`src/rtl/instruction_queue.sv`:
```
// rtl/instruction_queue.sv - DEPTH-entry FIFO of fetched instruction words feeding the control module
//
// Purpose: buffers fetched instruction words between memory fetch and control.
//   The head opcode is always presented; the full head word only while IQ_rd_en=1.
//   Supports a pop handshake, branch flush, occupancy and sticky overflow/underflow.
// Ports:
//   IQ_clk, IQ_rst            clock, synchronous active-high reset
//   IQ_in, IQ_wr_en           instruction word and push request
//   IQ_adv                    pop request (retire head)
//   IQ_flush                  discard all entries, clear flags
//   IQ_rd_en                  expose low field of head word on IQ_out
//   IQ_out, IQ_opcode         head word / head opcode, zero when empty
//   IQ_valid, IQ_full         non-empty / count == DEPTH
//   IQ_count                  occupancy
//   IQ_ovf, IQ_udf            sticky dropped-push / pop-while-empty
module instruction_queue #(
    parameter int WIDTH = 16,
    parameter int OPC_W = 8,
    parameter int DEPTH = 4
) (
    input  logic                       IQ_clk,
    input  logic                       IQ_rst,
    input  logic [WIDTH-1:0]           IQ_in,
    input  logic                       IQ_wr_en,
    input  logic                       IQ_adv,
    input  logic                       IQ_flush,
    input  logic                       IQ_rd_en,
    output logic [WIDTH-1:0]           IQ_out,
    output logic [OPC_W-1:0]           IQ_opcode,
    output logic                       IQ_valid,
    output logic                       IQ_full,
    output logic [$clog2(DEPTH+1)-1:0] IQ_count,
    output logic                       IQ_ovf,
    output logic                       IQ_udf
);

    localparam int PW = $clog2(DEPTH);
    localparam int CW = $clog2(DEPTH+1);

    logic [WIDTH-1:0] mem [DEPTH];
    logic [PW-1:0]    rp;
    logic [PW-1:0]    wp;
    logic [CW-1:0]    count;
    logic             ovf;
    logic             udf;
    logic             push;
    logic             pop;
    logic             is_full;
    logic             is_empty;
    logic [WIDTH-1:0] head;

    assign is_full  = (count == CW'(DEPTH));
    assign is_empty = (count == '0);

    // A full queue can still accept a push when the head retires in the same cycle.
    assign pop  = IQ_adv & ~is_empty;
    assign push = IQ_wr_en & (~is_full | pop);

    always_ff @(posedge IQ_clk) begin
        if (IQ_rst) begin
            for (int i = 0; i < DEPTH; i++) begin
                mem[i] <= '0;
            end
            rp    <= '0;
            wp    <= '0;
            count <= '0;
            ovf   <= 1'b0;
            udf   <= 1'b0;
        end else if (IQ_flush) begin
            // Memory is left as-is; valid=0 gates every output while empty.
            rp    <= '0;
            wp    <= '0;
            count <= '0;
            ovf   <= 1'b0;
            udf   <= 1'b0;
        end else begin
            if (push) begin
                mem[wp] <= IQ_in;
                wp      <= wp + 1'b1;
            end
            if (pop) begin
                rp <= rp + 1'b1;
            end
            count <= count + CW'(push) - CW'(pop);
            if (IQ_wr_en && !push) begin
                ovf <= 1'b1;
            end
            if (IQ_adv && is_empty) begin
                udf <= 1'b1;
            end
        end
    end

    assign head      = mem[rp];
    assign IQ_valid  = ~is_empty;
    assign IQ_full   = is_full;
    assign IQ_count  = count;
    assign IQ_ovf    = ovf;
    assign IQ_udf    = udf;
    assign IQ_opcode = IQ_valid ? head[WIDTH-1 -: OPC_W] : '0;

    // The low field only exists when the opcode does not span the whole word.
    generate
        if (OPC_W < WIDTH) begin : g_low_field
            assign IQ_out = {IQ_opcode,
                             (IQ_valid & IQ_rd_en) ? head[WIDTH-OPC_W-1:0] : {(WIDTH-OPC_W){1'b0}}};
        end else begin : g_opcode_only
            assign IQ_out = IQ_opcode;
        end
    endgenerate

endmodule

```
`config.mk`:
```
export PLATFORM = sky130hd
export DESIGN_NAME = instruction_queue
export DESIGN_NICKNAME = d
export VERILOG_FILES = /design/src/rtl/instruction_queue.sv
export SDC_FILE = /design/constraint.sdc
export NUM_CORES = 1
export LEC_CHECK = 0
export ABC_AREA = 1
export BUFFER_PORTS_ARGS = -buffer_cell sky130_fd_sc_hd__buf_2
export CAP_MARGIN = 20
export CORE_MARGIN = 3
export CORE_UTILIZATION = 36
export CTS_CLUSTER_SIZE = 40
export DETAILED_ROUTE_END_ITERATION = 10
export HOLD_SLACK_MARGIN = 0.1
export PLACE_DENSITY = 0.6
export SLEW_MARGIN = 15
export SYNTH_ARGS = -nofsm -noshare
export SYNTH_HDL_FRONTEND = slang
export SYNTH_SLANG_ARGS = --single-unit
```
`constraint.sdc`:
```
create_clock -name IQ_clk -period 4.5 [get_ports IQ_clk]
set_input_delay 0 -clock IQ_clk [delete_from_list [all_inputs] [get_ports IQ_clk]]
set_output_delay 0 -clock IQ_clk [all_outputs]
set_load 0.02 [all_outputs]
```
==> metrics.md, run 1 <==
| Metric | Value |
|---|---|
| Status | complete, no violations |
| Worst vdd ir | 137 µV |
| CP arrival | 2.69 ns |
| H-tree depth | 3 |
| DR pass1 iterations | 4 |
| Tcrit/Tclk final | 60.3% |
| Die area | 11300 µm² |
| Final Max Tran Viols | 0 |
| DPL Wire Length | 5.33 mm |
| CTS tree | yes |
| GRT met2 Usage | 25.8% |
| First-pass GRT wire length | 13.0 mm |
| PortBufs | 52 |
| Final estimated routing congestion in global placement | 0.785 |
| RSZ-0062 raised after global routing | false |
| Layout area overhead | 18.2% |
| CP Max Fanout | 17 |
| Hold Violations, Final | 0 |
| # DRC | 0 |
| CP max stage cell | dlygate4sd3_1 |
| Mapped Nets | 395 |
| Ports | 53 |
| Avg WL per Cell | 14.5 µm |
| Cells along the critical path | dlygate4sd3_1, buf_2, nor2_8, dlygate4sd3_1, inv_4, nor2_8, nand2_4, nand2_1 |
| Worst-Skew Late Latency | 0.35 ns |
| Worst setup EP type | flop |
| Met3 usage | 2.67% |
| Core Region | 9500 µm² |
| Post-Layout Cell Count | 566 |
| Fill cell count | 917 |
| DR vias/cell | 4.66 |
| Initial antenna violation count | 0 |
| Met1 GRT Util | 18.7% |
| Minimum clock period | 2.71 ns |
| CTS Root Cell | clkbuf_8 |
| Synth Area per Inst | 9.77 µm² |
| Cts bufs inserted | 9 |
| Cell count after placement | 530 |
| Clock Sinks | 75 |
| Die width | 106 µm |
| Ys Warns | 0 |
| Via total after detailed routing | 2635 |
| N_diodes | 0 |
| Crit path kind | primary input to flop |
| Top cell type's share of synthesized area | 53.0% |
| Fin nets | 457 |
| Clock skew | 0.00593 ns |
| Netlist cell types | 30 |
| Sequential-to-total area share from yosys stat | 59.1% |
| Setup TNS | 0 ns |
| Static leakage | 1.86 nW |
| Final instance area | 4280 µm² |
| Area leader, netlist | edfxtp_1 |
| Max Cap Viol | 0 |
| Initial Utilization | 38.1% |
| Share of cells above drive strength 1 | 23.1% |
| Largest net degree at the start of global routing | 34 |
| Post-CTS setup buffers | 0 |
| Worst Hold Path Cells | 4 |
| Pwr dens | 342 nW/µm² |
| Flop-to-flop setup slack | 2.19 ns |
| Gr ovfl total | 0 |
| Synth Register Bits | 75 |
| Relative slew slack | 40.4% |
| Starting DRC count in detailed routing | 169 |
| WP buf/inv | 4 |
| Largest cells by area after synthesis | edfxtp_1 53%, nor2_1 9.7%, dfxtp_1 6.1% |
| CP required | 4.48 ns |
| Clk slew on worst S/H paths | 0.08 ns |
| Placed cell areas | 3890 µm² |
| Hold crit path type | primary input to flop |
| Worst path max stage delay | 0.70 ns |
| ANT nets after route | 0 |
| Tightest Pin Transition | 0.894 ns |
| Post-Syn Instances | 371 |
| Max Fclk | 369 MHz |
| R2R depth | 4 |
| Clk buf depth | 2 |
| Top Family by Delay on Critical Path | buffers and inverters |
| Floorplan row count | 35 |
| Die Y | 106 µm |
| Vias in the first global route | 2612 |
| # resized after CTS | 0 |
| Power Total | 0.00146 W |
| Post-synthesis cell area | 3620 µm² |
| Final setup viols | 0 |
| Crit. path cell count | 8 |
| CP Launch Type | primary input |
| GRT Total Usage | 15.1% |
| Final wirelength | 8.19 mm |
| Gr busiest metal | met2 |
cells in the final DEF (no fill, tap or decap):
cell type	n
a21oi_1	19
and3_1	1
buf_2	52
buf_4	2
bufinv_16	1
clkbuf_8	9
clkinv_2	4
clkinvlp_4	1
dfxtp_1	11
dlygate4sd3_1	21
edfxtp_1	64
fa_1	1
ha_1	1
inv_1	43
inv_4	1
nand2_1	25
nand2_2	2
nand2_4	3
nand3_1	2
nand3_4	1
nand4_4	1
nor2_1	94
nor2_2	18
nor2_4	3
nor2_8	2
nor3_1	17
o21a_1	1
o21ai_0	34
o21ai_1	1
or2_2	1
xor2_1	1
metrics by stage:
stage | worst slack, ns | hold slack, ns | util [%]
2_1_floorplan | 2.08 | 0.161 | -
3_3_place_gp | 2.23 | 0.319 | 40.9
3_5_place_dp | 2.19 | 0.318 | 40.9
4_1_cts | 1.76 | 0.287 | 45.1
5_1_grt | 1.62 | 0.325 | 45.1
6_report | 1.79 | 0.301 | 45.1
per-layer routing:
layer,vias to the layer above,share of wire [%]
li1,1320,-
met1,1231,44
met2,72,49
met3,12,5.3
met4,0,1.8
met5,-,0
kinds of logic (layout without fill, tap and decap cells):
family	count (synthesis)	in the layout	share of synthesized area, %
AOI/OAI and AO/OA	55	55	7.66
xor gates and xnor gates	1	1	0.242
adders and majority gates	2	2	0.897
buffers and inverters	68	134	9.32
and+or+nand+nor	170	170	22.8
DFF	75	75	59.1
worst min-delay path: stages:
cell	delay (ns)
buf_2	0.15
nor2_8	0.06
nand4_4	0.22
nor3_1	0.07
layout make-up:
| cell class | count | area, µm² | area share, % |
|---|---|---|---|
| well taps | 129 | 161 | 3.77 |
| clock buffers | 9 | 124 | 2.89 |
| repair buffers | 75 | 485 | 11.3 |
| clock inverters | 6 | 57.6 | 1.34 |
| multi-input cells | 228 | 1140 | 26.7 |
| flip-flops and latches | 75 | 2140 | 50.0 |
| inverters | 44 | 168 | 3.91 |
flip-flops by register name, indices dropped and copies added (netlist names), named ones only:
name / count
IQ_udf: 1
mem: 64
IQ_count: 3
rp: 2
wp: 2
IQ_ovf: 1
what timing repair did:
| action | CTS | global route |
|---|---|---|
| hold endpoints to repair | 72 | 0 |
| endpoints found under the setup margin | 0 | 0 |
| hold buffers | 21 | 0 |
synthesized netlist by cell type, drive strengths merged:
master / instances
o21a: 1
ha: 1
clkbuf: 5
fa: 1
buf: 19
nand2: 30
and3: 1
nand3: 3
nor2: 117
xor2: 1
or2: 1
dfxtp: 11
a21oi: 19
inv: 44
nand4: 1
o21ai: 35
nor3: 17
edfxtp: 64
final timing paths:
check                           startpoint         end
worst max-delay path                IQ_rst   mem[2][1]
worst min-delay path              IQ_flush  mem[0][14]
worst max register to register       wp[0]   mem[1][9]
worst min register to register      IQ_ovf      IQ_ovf
where the power goes:
group          internal, W  total [W]  switching [W]
clock             0.000249   0.000499       0.000250
combinational    0.0000542   0.000165       0.000110
sequential        0.000786   0.000799      0.0000128
(Power assumes the default switching activity.)
==> run 2, diff against run 1 <==
--- a/config.mk
+++ b/config.mk
@@ -5,7 +5,7 @@
 export SDC_FILE = /design/constraint.sdc
 export NUM_CORES = 1
 export LEC_CHECK = 0
-export ABC_AREA = 1
+export ABC_AREA = 0
 export BUFFER_PORTS_ARGS = -buffer_cell sky130_fd_sc_hd__buf_2
 export CAP_MARGIN = 20
 export CORE_MARGIN = 3
==> constraint.sdc (replaced) <==
create_clock -name IQ_clk -period 2.8 [get_ports IQ_clk]
set_input_delay 0 -clock IQ_clk [delete_from_list [all_inputs] [get_ports IQ_clk]]
set_output_delay 0 -clock IQ_clk [all_outputs]
set_load 0.02 [all_outputs]
==> run 2 against run 1 <==
  * Non-clock buffer count grew 3
  * Synthesized cell count shrank 30%
  * Sequential power grew 60%
  * Count of clock-buffer cells in the layout grew 1
  * Critical path type unchanged
==> metrics.md, run 2 <==
| Metric | Value |
|---|---|
| CTS Root Cell | clkbuf_8 |
| Tightest Pin Transition | 0.858 ns (-0.0351 ns) |
| Worst Hold Path Cells | 3 (-1) |
| Via total after detailed routing | 2161 (-18%) |
| Core Region | 9420 µm² (-0.92%) |
| GRT Total Usage | 13.6% (-1.5 points) |
| Commonest non-fill, non-tap cells in the layout | 64 x edfxtp_1, 52 x buf_2, 42 x and2_1 |
| Hold Violations, Final | 0 (unchanged) |
| Worst-Skew Late Latency | 0.34 ns (about the same) |
| First-pass GRT wire length | 11.6 mm (-11%) |
| Gr busiest metal | met2 |
| Final wirelength | 7.17 mm (-12%) |
| Netlist cell types | 37 (+23%) |
| Clk buf depth | 2 (unchanged) |
| Starting DRC count in detailed routing | 94 (-44%) |
| Reg-to-reg endpoint | mem[0][2] |
| # DRC | 0 (unchanged) |
| R2R Path Start | IQ_count[1] |
| Post-Syn Instances | 258 (-30%) |
| Layout area overhead | 20.3% |
| Ys flop type | edfxtp_1 |
| Setup TNS | 0 ns (unchanged) |
| Met1 GRT Util | 17.2% (-1.5 points) |
| Hold crit path type | primary input to output pin |
| Post-synthesis cell area | 3570 µm² (-1.6%) |
| PortBufs | 52 (unchanged) |
| CP Launch Type | primary input |
| DPL Wire Length | 4.54 mm (-15%) |
| Worst vdd ir | 213 µV (+55%) |
| Avg WL per Cell | 15.7 µm (+8.4%) |
| Mapped Nets | 282 (-29%) |
| Final setup viols | 0 (unchanged) |
| Top cell type's share of synthesized area | 53.9% (+0.87 points) |
| Synth Area per Inst | 13.8 µm² (+41%) |
| Status | complete, no violations |
| Register area | 2140 µm² (unchanged) |
| Final Core Density | 45.6% (+0.50 points) |
| DR pass1 iterations | 4 (unchanged) |
| Post-CTS setup buffers | 0 (unchanged) |
| Cts bufs inserted | 9 (unchanged) |
| Die Y | 106 µm (-0.77%) |
| Ys Warns | 0 (unchanged) |
| Max Fclk | 456 MHz |
| Floorplan row count | 35 (unchanged) |
| Most common cell after layout, fill and taps aside | edfxtp_1 |
| Crit path kind | primary input to flop |
| R2R depth | 4 (unchanged) |
| Final Max Tran Viols | 0 (unchanged) |
| RSZ-0062 raised after global routing | false |
| Vias in the first global route | 2215 (-15%) |
| Gr ovfl total | 0 (unchanged) |
| Fill cell count | 882 (-3.8%) |
| Static leakage | 1.64 nW (-12%) |
| Clock skew | 0.00597 ns (+0.0000360 ns) |
| Area leader, netlist | edfxtp_1 |
| Number of flops mapped to enable cells by yosys | 64 (unchanged) |
| Share of cells above drive strength 1 | 32.6% (+9.5 points) |
| Power Total | 0.00234 W (+60%) |
| Sequential-to-total area share from yosys stat | 60.1% (+0.97 points) |
| GRT met2 Usage | 22.9% (-2.9 points) |
| Largest net degree at the start of global routing | 26 (-24%) |
| H-tree depth | 3 (unchanged) |
| CP arrival | 2.36 ns (-0.33 ns) |
| Relative slew slack | 42.7% (+2.3 points) |
| Largest register by flop count | mem |
| Fin nets | 347 (-24%) |
| Initial antenna violation count | 0 (unchanged) |
| Die area | 11100 µm² (-1.5%) |
| Initial Utilization | 37.9% (-0.27 points) |
| Die width | 106 µm (-0.77%) |
| Top post-synthesis cells by count | 64 x edfxtp_1, 42 x and2_1, 23 x nor2_1, 19 x nand2_1, 16 x mux4_2 |
| Ports | 53 (unchanged) |
| Tcrit/Tclk final | 78.3% |
| N_diodes | 0 (unchanged) |
| DR vias/cell | 4.73 (+1.6%) |
| Area taken by multi-input logic gates | 1260 µm² (+10%) |
| CP required | 2.97 ns (-1.51 ns) |
| Flop-to-flop setup slack | 0.70 ns (-1.49 ns) |
| Met3 usage | 2.88% (+0.21 points) |
| Pwr dens | 546 nW/µm² (+60%) |
| ANT nets after route | 0 (unchanged) |
| Clk slew on worst S/H paths | 0.07 ns (about the same) |
| CTS tree | yes |
| CP Max Fanout | 22 (+5) |
| Minimum clock period | 2.19 ns |
| Async SR Flop Fraction | 0% (unchanged) |
| Hold EP | IQ_out[7] |
| Max reg flops | 64 (unchanged) |
| Synth Register Bits | 75 (unchanged) |
| Hold Crit Start | IQ_rd_en |
| Largest cells by area after synthesis | edfxtp_1 54%, mux4_2 10%, and2_1 7.4% |
| Final estimated routing congestion in global placement | 0.718 (-8.6%) |
| Worst setup EP type | flop |
| Max Cap Viol | 0 (unchanged) |
| Top-count cell post-synth | edfxtp_1 |
| Clock Sinks | 75 (unchanged) |
run 2: per-layer routing:
layer	vias to the layer above	part of all wire, %
met3	8	3.6
met4	0	1.4
li1	1051	-
met5	-	0
met2	35	50
met1	1067	45
run 2: final cells by class:
class	count	area share (%)
flip-flops and latches	75	49.9
inverters	4	0.350
multi-input cells	155	29.4
repair buffers	78	12.1
well taps	129	3.76
clock inverters	6	1.52
clock buffers	10	2.97
run 2: timing repair:
action,in CTS,in global routing
hold buffers,20,0
endpoints found under the hold margin,74,0
gates resized for setup,0,0
run 2: how the worst max path moves through the flow:
stage	to	start	slack (ns)
2_1_floorplan	IQ_count[2]	IQ_count[2]	0.34
3_3_place_gp	IQ_count[2]	IQ_count[2]	0.77
3_5_place_dp	mem[0][1]	IQ_count[1]	0.72
4_1_cts	mem[0][1]	IQ_flush	0.61
5_1_grt	mem[0][2]	IQ_flush	0.51
6_report	mem[0][2]	IQ_flush	0.61
run 2: cells by family after synthesis:
family                   share of synthesized area (%)
AO/OA/AOI/OAI                                     1.90
flip-flops                                        60.1
multiplexers                                      10.1
adder cells (fa/ha/maj)                          0.912
buffers and inverters                             4.56
XOR/XNOR                                         0.737
AND/OR/NAND/NOR                                   21.7
run 2: power breakdown:
part,total (W),leakage [nW],internal [W],switching (W)
Combinational,0.000250,0.804,0.000108,0.000142
Clock,0.000812,0.0866,0.000412,0.000401
Sequential,0.00128,0.754,0.00126,0.0000179
run 2: stage by stage:
step	instances	worst slack [ns]	instance area, µm²	hold slack [ns]
floorplan	258	0.339	3570	0.141
global placement	421	0.768	3900	0.325
detailed placement	421	0.717	3900	0.325
CTS	457	0.609	4290	0.436
global route	457	0.507	4290	0.456
finish	457	0.606	4290	0.433
run 2: worst max-delay path, stage by stage:
cell and delay (ns):
dlygate4sd3_1 0.53, buf_2 0.15, or2_1 0.35, or4b_1 0.82
buf_12 0.29, nor3b_1 0.21
